[src/rtl/search_pkg.sv]
// rtl/search_pkg.sv - shared types and constants for the search datapath
package search_pkg;

  localparam int ID_W        = 8;
  localparam int MAX_ENGINES = 8;

  typedef logic [ID_W-1:0] result_id_t;

endpackage

[src/rtl/rr_pick.sv]
// rtl/rr_pick.sv - combinational round-robin picker starting at a pointer
module rr_pick #(
  parameter int NUM_REQ = 4,
  parameter int PTR_W   = (NUM_REQ > 1) ? $clog2(NUM_REQ) : 1
) (
  input  logic [NUM_REQ-1:0] pending,
  input  logic [PTR_W-1:0]   ptr,
  output logic               grant_valid,
  output logic [PTR_W-1:0]   grant_idx
);

  logic [PTR_W:0]   sum;
  logic [PTR_W-1:0] idx;

  // Walk from the farthest offset down to the pointer so the nearest pending index wins.
  always_comb begin
    grant_valid = 1'b0;
    grant_idx   = '0;
    sum         = '0;
    idx         = '0;
    for (int k = NUM_REQ - 1; k >= 0; k--) begin
      sum = {1'b0, ptr} + (PTR_W+1)'(k);
      if (sum >= (PTR_W+1)'(NUM_REQ)) begin
        sum = sum - (PTR_W+1)'(NUM_REQ);
      end
      idx = sum[PTR_W-1:0];
      if (pending[idx]) begin
        grant_valid = 1'b1;
        grant_idx   = idx;
      end
    end
  end

endmodule

[src/rtl/result_arbiter.sv]
// rtl/result_arbiter.sv - buffers one hit per match engine and serialises them round-robin
module result_arbiter #(
  parameter int NUM_REQ = 4,
  parameter int ID_W    = 8
) (
  input  logic                    aclk,
  input  logic                    areset,
  input  logic [7:0]              enable_mask,
  input  logic                    clear,
  input  logic [NUM_REQ-1:0]      req_valid,
  input  logic [NUM_REQ*ID_W-1:0] req_id,
  output logic                    m_axis_tvalid,
  output logic [ID_W-1:0]         m_axis_tdata,
  output logic [NUM_REQ-1:0]      overflow,
  output logic [7:0]              drop_count,
  output logic                    busy
);

  import search_pkg::*;

  localparam int PTR_W = (NUM_REQ > 1) ? $clog2(NUM_REQ) : 1;

  logic [NUM_REQ-1:0] pending;
  logic [NUM_REQ-1:0] grant_oh;
  logic [NUM_REQ-1:0] cap;
  logic [NUM_REQ-1:0] drop;
  logic [NUM_REQ-1:0] mask_used;
  result_id_t         ids [NUM_REQ];
  logic [PTR_W-1:0]   ptr;
  logic [PTR_W-1:0]   ptr_nxt;
  logic [PTR_W-1:0]   grant_idx;
  logic               grant_valid;
  logic [3:0]         n_drop;
  logic [8:0]         drop_sum;
  logic               unused_mask;

  assign mask_used   = enable_mask[NUM_REQ-1:0];
  assign unused_mask = ^enable_mask;
  assign busy        = (|pending) | m_axis_tvalid;

  rr_pick #(
    .NUM_REQ (NUM_REQ),
    .PTR_W   (PTR_W)
  ) u_rr_pick (
    .pending     (pending),
    .ptr         (ptr),
    .grant_valid (grant_valid),
    .grant_idx   (grant_idx)
  );

  // Decide per engine whether a hit is captured or dropped, and tally the drops.
  always_comb begin
    grant_oh = '0;
    if (grant_valid) begin
      grant_oh[grant_idx] = 1'b1;
    end
    // A granted slot frees up this edge, so a hit arriving with its grant reloads it.
    cap    = req_valid & mask_used & (~pending | grant_oh);
    drop   = req_valid & mask_used & pending & ~grant_oh;
    n_drop = '0;
    for (int i = 0; i < NUM_REQ; i++) begin
      n_drop = n_drop + {3'b000, drop[i]};
    end
    drop_sum = {1'b0, drop_count} + {5'b00000, n_drop};
    if (NUM_REQ == 1) begin
      ptr_nxt = '0;
    end else if (grant_idx == PTR_W'(NUM_REQ - 1)) begin
      ptr_nxt = '0;
    end else begin
      ptr_nxt = grant_idx + 1'b1;
    end
  end

  // Buffer state, round-robin pointer, registered output and loss bookkeeping.
  always_ff @(posedge aclk or posedge areset) begin
    if (areset) begin
      pending       <= '0;
      ptr           <= '0;
      m_axis_tvalid <= 1'b0;
      m_axis_tdata  <= '0;
      overflow      <= '0;
      drop_count    <= '0;
      for (int i = 0; i < NUM_REQ; i++) begin
        ids[i] <= '0;
      end
    end else if (clear) begin
      pending       <= '0;
      ptr           <= '0;
      m_axis_tvalid <= 1'b0;
      overflow      <= '0;
      drop_count    <= '0;
    end else begin
      m_axis_tvalid <= grant_valid;
      if (grant_valid) begin
        m_axis_tdata <= ids[grant_idx];
        ptr          <= ptr_nxt;
      end
      pending    <= (pending & ~grant_oh) | cap;
      overflow   <= overflow | drop;
      drop_count <= drop_sum[8] ? 8'hFF : drop_sum[7:0];
      for (int i = 0; i < NUM_REQ; i++) begin
        if (cap[i]) begin
          ids[i] <= req_id[i*ID_W +: ID_W];
        end
      end
    end
  end

endmodule
[config.mk]
export PLATFORM = sky130hd
export DESIGN_NAME = result_arbiter
export DESIGN_NICKNAME = d
export VERILOG_FILES = /design/src/rtl/search_pkg.sv /design/src/rtl/rr_pick.sv /design/src/rtl/result_arbiter.sv
export SDC_FILE = /design/constraint.sdc
export NUM_CORES = 1
export LEC_CHECK = 0
export ABC_AREA = 1
export BUFFER_PORTS_ARGS = -buffer_cell sky130_fd_sc_hd__buf_2
export CAP_MARGIN = 10
export CORE_MARGIN = 8
export CORE_UTILIZATION = 55
export CTS_CLUSTER_DIAMETER = 50
export DETAILED_ROUTE_END_ITERATION = 16
export PLACE_DENSITY = 0.81
export SYNTH_ARGS = -nofsm -noshare
export SYNTH_HDL_FRONTEND = slang
export SYNTH_SLANG_ARGS = --single-unit
[constraint.sdc]
create_clock -name aclk -period 12.24 [get_ports aclk]
set_clock_uncertainty 0.1 [all_clocks]
set_input_delay 0.612 -clock aclk [delete_from_list [all_inputs] [get_ports aclk]]
set_output_delay 0.612 -clock aclk [all_outputs]
set_load 0.01 [all_outputs]
==> Yosys cells after proc, flatten, opt, wreduce, memory -nomap -nowiden <==
Cells that the tools add are included.
{ "op_classes": {"n_addsub": 12, "magnitude_cmp": 11, "n_eq_ne": 1, "n_mux": 34, "bitwise_logic": 13, "n_reduce_logical": 8} }
{ "ops": {"columns": ["op", "count"], "rows": [
  ["$mux W8", 4],
  ["$mux W2", 11],
  ["$and A4 B4 Y4", 5],
  ["$bmux W8 S2", 1],
  ["$lt A2 B3 Y1 const B", 5],
  ["$ge A3 B3 Y1 const B", 4],
  ["$mux W4", 3],
  ["$or A4 B4 Y4", 3],
  ["$mux W1", 10],
  ["$reduce_and A2 Y1", 5],
  ["$add A8 B4 Y9", 1],
  ["$bmux W1 S2", 4],
  ["$not A4 Y4", 2],
  ["$sub A2 B1 Y2 const B", 4],
  ["$add A2 B2 Y3 const B", 2],
  ["$add A3 B1 Y4", 1],
  ["$reduce_or A4 Y1", 1],
  ["$add A2 B1 Y3", 1],
  ["$add A2 B1 Y3 const B", 1],
  ["$ge A2 B3 Y1 const B", 1],
  ["$not A2 Y3", 1],
  ["$add A1 B1 Y2", 1],
  ["$add A2 B1 Y2 const B", 1],
  ["$demux W1 S2", 1],
  ["other kinds (6)", 6]
]} }
{ "totals": {"ff_bits": 59, "out_inout_bits": 22, "elab_cells": 89} }

==> Logic depth before layout (Yosys ltp) <==
{ "depth": {"word_depth": 22, "depth_mapped": 24} }

==> Hierarchy <==
A second synthesis with hierarchy kept.
{ "unflattened": {"cells_unflattened": 374, "hier_area_um2": 3175.5} }
{ "modules_own_cells": {"columns": ["mod", "n_inst", "cells_each", "area_per_inst_um2", "seq_area_each_um2"], "rows": [
  ["result_arbiter", 1, 328, 2962.8, 1476.4],
  ["rr_pick", 1, 46, 212.7, 0.0]
]} }

==> Worst setup path after synthesis <==
OpenSTA, ideal clock, no wires.
{ "synth_timing": {"path_kind": "reg2reg", "startpoint": "reg ptr[0]", "endpoint": "reg drop_count[7]", "setup_ns": 0.065, "t_arrival_ns": 3.685, "setup_slack_ns": 8.390, "stages_incl_launch_ff": 22, "n_path_buf": 2, "path_cell_list": "dfrtp_1 > buf_6 > xnor2_1 > nand2_1 > nand3_2 > nand2_2 > nand2_4 > nand2_8 > buf_12 > ha_1 > a21oi_2 > nand2_1 > fa_1 > fa_1 > inv_1 > fa_1 > nand3_1 > nor3b_1 > nand3_1 > inv_1 > o21ai_0 > inv_1"} }
{ "synth_between": {"elab_chain_cells": 22, "word_cells_on_any_way": 45, "classes_between": "11 x add/sub; 6 x order compare; 25 x mux; 2 x bitwise; 1 x reduce/logical"} }
{ "synth_lines": {"columns": ["item", "line", "rtl"], "rows": [
  ["start: declaration", "result_arbiter.sv:29", "logic [PTR_W-1:0] ptr;"],
  ["start signal: assignment", "result_arbiter.sv:96", "ptr <= ptr_nxt;"],
  ["$add A2 B2 Y3", "rr_pick.sv:22", "sum = {1'b0, ptr} + (PTR_W+1)'(k);"],
  ["$ge A3 B3 Y1 / $sub A2 B1 Y2 (equally long branches)", "rr_pick.sv:23, rr_pick.sv:24", null],
  ["$mux W2", "rr_pick.sv:23", "if (sum >= (PTR_W+1)'(NUM_REQ)) begin"],
  ["$bmux W1 S2", "rr_pick.sv:27", "if (pending[idx]) begin"],
  ["$mux W1 (not written as such)", "rr_pick.sv:27", null],
  ["$mux W2 (4 in a row)", "rr_pick.sv:27", null],
  ["$lt A2 B3 Y1 (not written as such) / $ge A2 B1 Y1 (equally long branches)", "result_arbiter.sv:55", "grant_oh[grant_idx] = 1'b1;"],
  ["$logic_and A1 B1 Y1 (not written as such)", "result_arbiter.sv:55", null],
  ["[... 3 more ...]", null, null],
  ["$not A4 Y4 (*)", "result_arbiter.sv:59", "drop = req_valid & mask_used & pending & ~grant_oh;"],
  ["$and A4 B4 Y4 (*)", "result_arbiter.sv:59", null],
  ["$add A1 B1 Y2", "result_arbiter.sv:62", "n_drop = n_drop + {3'b000, drop[i]};"],
  ["$add A2 B1 Y3", "result_arbiter.sv:62", null],
  ["$add A3 B1 Y4 (*)", "result_arbiter.sv:62", null],
  ["$add A8 B4 Y9 (*)", "result_arbiter.sv:64", "drop_sum = {1'b0, drop_count} + {5'b00000, n_drop};"],
  ["$mux W8 (*)", "result_arbiter.sv:100", "drop_count <= drop_sum[8] ? 8'hFF : drop_sum[7:0];"],
  ["$mux W8 (*)", "result_arbiter.sv:86", "end else if (clear) begin"],
  ["end signal: assignment", "result_arbiter.sv:100", null],
  ["end: declaration", "result_arbiter.sv:15", "output logic [7:0] drop_count,"]
]} }
Every way passes the cells marked *; elsewhere a longest branch is shown, timed or not. The select of a mux whose other input is x is not followed.
A chain may end at the register's enable or synchronous reset.

==> Final worst setup path <==
Same ends and word-level chain as after synthesis.

==> summary.md <==
| Metric | Value |
|---|---|
| Outcome | complete, no violations |
| Final Critical Period | 4.397 ns |
| Startpoint Class | register |
| R2R Setup Slk | 7.84 ns |
| Syn-to-layout area delta | 16.07% |
| Switching share of power | 43.11% |
| Worst skew pair latency | 0.34 ns |
| Register bit total from synthesis | 59 |
| Global route total overflow | 0 |
| First-pass GRT wire length | 12340 µm |
| Layout Utilization | 66.37% |
| Sequential-to-total area share from yosys stat | 46.60% |
| Vias per cell | approximately 5.0 |
| Setup-failing EPs final | 0 |
| Dpl hpwl | around 5200 µm |
| Synthesized netlist cell count | 375 |
| Yosys top cell by area | dfrtp_1 |
| Setup_tns | 0 ns |
| Synth Cell Area | 3168 µm² |
| Largest cells by area after synthesis | dfrtp_1, nand2_1, a21oi_1, inv_1, nand3_1 |
| Ys Warns | 0 |
| Post-Layout Cell Count | 519 |
| Setup Fix Bufs, Post-CTS | 0 |
| Critical path type | reg2reg |
| Total power divided by cell area | between 200 and 250 nW/µm² |
| Largest net degree at the start of global routing | 60 |
| Hold Path Class | in2async |
| Fin crit share | 35.93% |
| Final hold violation count | 0 |
| Clk slew on worst S/H paths | 0.07 ns |
| Number of remaining DRC errors | 0 |
| Synthesized area per cell | 8.448 µm² |
| Combinational group share of total power | 46.4% |
| Initial DRC Count | about 150 |
| Data required, critical path | 12.42 ns |
| Inserted Clock Buffers | 9 |
| R2R Path End | drop_count[7] |
| Placer Congestion | 0.8530 |
| Critical path fanouts, max | 19 |
| CTS root buf | clkbuf_8 |
| Share of post-route cells with drive strength above 1 | 27.96% |
| Internal power | ~0.00047 W |
| Reg2reg start | ptr[0] |
| Cells after DPL | 503 |
| Total number of vias | 2618 |
| Switch Pwr | 0.0003557 W |
| Worst slew pin tran | roughly 0.73 ns |
| Fin nets | 497 |
| R2R depth | 21 |
| Hold_buf cts | 0 |
| VDD IR max | 0.1196 mV |
| Pre-CTS setup slack | 7.850 ns |
| CTS resizes | 0 |
| 1st-pass router iterations | 4 |
| Starting Density | 57.18% |
| Leak pwr | 1.999 nW |
| Setup WS post-layout | between 7 and 8 ns |
| Number of port buffers | 64 |
| Gr usage total | 17.90% |
| Number of global-route vias before repair | about 2.7k |
| Distinct cells, synth | 31 |
| CTS tree | built |
| CP endpoint kind | register |
| Clock Sinks | 59 |
| Critical Path AT | 4.58 ns |
| Post-Route WL | roughly 7000 µm |
| I/O pin count | 69 |
| CORE AREA | 5540 µm² |
| Syn_nets | between 400 and 500 |
| Die height | between 90 and 100 µm |
| RSZ-0062 raised after global routing | no |
| Clock Power Share | 21.2% |
| Initial antenna violation count | 0 |
| Die Width | 91.90 µm |
| # Max-Cap Violations | 0 |
| Slew Limit Fails | 0 |
| Clk buf depth | 2 |
| Max Fclk | 227.4 MHz |
| Synth top area share | between 40 and 50% |
| H-tree levels | 3 |
| Row count | 27 |
| Antenna viol nets, final | 0 |
| Number of antenna cells inserted | 0 |
| Rel. slew slack | between 50 and 60% |
| Average wire per standard cell | 13.51 µm |
| Reg power frac | 32.4% |
| Die ar. | approximately 8400 µm² |
==> flip-flops by register name, summed over array words and instances (netlist names) <==
| name | flops |
|---|---|
| overflow | 4 |
| drop_count | 8 |
| m_axis_tdata | 8 |
| m_axis_tvalid | 1 |
| ids | 32 |
| ptr | 2 |
| pending | 4 |
==> critical path: stages, from the launching register on <==
cell and delay, ns:
dfrtp_1 0.49, inv_4 0.15, nand2_1 0.09, nand3_1 0.11, nand2_1 0.07, nand3_2 0.10, nand2_2 0.07, nand2_4 0.20
nand2_8 0.17, ha_1 0.27, a21oi_2 0.20, nand2_1 0.11, fa_1 0.46, fa_1 0.40, inv_1 0.10, fa_1 0.21
nand3_1 0.13, nor3b_1 0.32, nand3_1 0.24, inv_1 0.14, o21ai_0 0.11, inv_1 0.08
==> power by group through the flow <==
stage	Sequential [W]	Clock, W	Combinational (W)
3_3_place_gp	0.000269	0	0.000368
6_report	0.000267	0.000175	0.000383
4_1_cts	0.000267	0.000178	0.000385
5_1_grt	0.000273	0.000187	0.000432
3_5_place_dp	0.000271	0	0.000381
2_1_floorplan	0.000271	0	0.000313
==> cell usage in the layout (no fill, tap or decap) <==
master / netlist / routed
dfrtp_1: 59 / 59
ha_1: 5 / 5
nand3_4: 4 / 4
a21oi_1: 41 / 41
a31oi_1: 2 / 2
buf_2: 0 / 64
buf_4: 0 / 1
inv_4: 3 / 3
xor2_1: 3 / 3
clkbuf_8: 0 / 10
o21ai_0: 5 / 5
inv_2: 9 / 10
nand2_2: 12 / 12
a21oi_2: 6 / 6
nand2_1: 67 / 67
clkinv_2: 0 / 3
nand3_2: 3 / 3
clkbuf_1: 1 / 1
nor4_2: 1 / 1
or2_2: 1 / 1
fa_1: 3 / 3
nor3b_1: 1 / 1
o21ai_1: 1 / 1
o22ai_1: 2 / 2
nor2_2: 1 / 1
clkinv_1: 1 / 1
nand2_4: 3 / 3
nor2_1: 35 / 35
clkinvlp_4: 0 / 1
bufinv_16: 0 / 1
nand2_8: 1 / 1
nand3_1: 40 / 40
xnor2_1: 2 / 2
inv_1: 54 / 53
nand4_1: 1 / 1
==> worst max path at each step <==
stage | start | to | slack, ns | depth (start not counted)
floorplan | ptr[0] | drop_count[7] | 8.39 | 21
global placement | ptr[0] | drop_count[7] | 7.95 | 21
detailed placement | ptr[0] | drop_count[7] | 7.85 | 21
CTS | ptr[0] | drop_count[7] | 7.81 | 21
global route | ptr[0] | drop_count[7] | 7.41 | 20
finish | ptr[0] | drop_count[7] | 7.84 | 21
==> through the flow <==
stage          hold slack, ns  cell area, µm²  total power, W
6_report               0.3747            3677       0.0008252
5_1_grt                0.4103            3677       0.0008927
4_1_cts                0.3798            3677       0.0008305
3_5_place_dp           0.3605            3483       0.0006515
3_3_place_gp           0.3620            3483       0.0006364
2_1_floorplan          0.3798            3168       0.0005841
==> routing by layer <==
| metal | routed length [µm] | vias to the layer above | global-route usage (%) | share of wire [%] |
|---|---|---|---|---|
| met5 | 0 | - | 0 | 0 |
| met4 | 119 | 0 | 7.651 | 1.7 |
| met3 | 460 | 12 | 6.357 | 6.6 |
| met2 | 3329 | 74 | 28.49 | 47 |
| met1 | 3104 | 1217 | 21.45 | 44 |
| li1 | - | 1315 | - | - |
==> synthesized netlist by cell type <==
cell / number
o21ai_1: 1
nand2_1: 67
clkbuf_1: 1
nand2_4: 3
nand3_1: 40
nor2_2: 1
dfrtp_1: 59
nor3b_1: 1
o22ai_1: 2
or2_2: 1
nand3_2: 3
clkinv_1: 1
nand3_4: 4
nand2_8: 1
a21oi_2: 6
ha_1: 5
buf_6: 7
nor4_2: 1
nor2_1: 35
fa_1: 3
xnor2_1: 2
inv_1: 54
a21oi_1: 41
nand2_2: 12
buf_12: 1
nand4_1: 1
a31oi_1: 2
xor2_1: 3
o21ai_0: 5
inv_2: 9
inv_4: 3
==> layout make-up <==
type                            instances  area, µm²
Fill cell                             459       1863
Sequential cell                        59       1476
Multi-Input combinational cell        240       1330
Timing Repair Buffer                   65      327.8
Inverter                               67      259.0
Clock buffer                           11      141.4
Tap cell                               72      90.09
Clock inverter                          5      52.55
==> kinds of logic after synthesis <==
kind of cell	share of synthesized area, %
AO/OA/AOI/OAI	9.873
XOR/XNOR	1.383
adder cells (fa/ha/maj)	3.871
buffers and inverters	11.41
flip-flops	46.60
AND/OR/NAND/NOR	26.86
No activity file was read; power rests on OpenSTA's default activity.
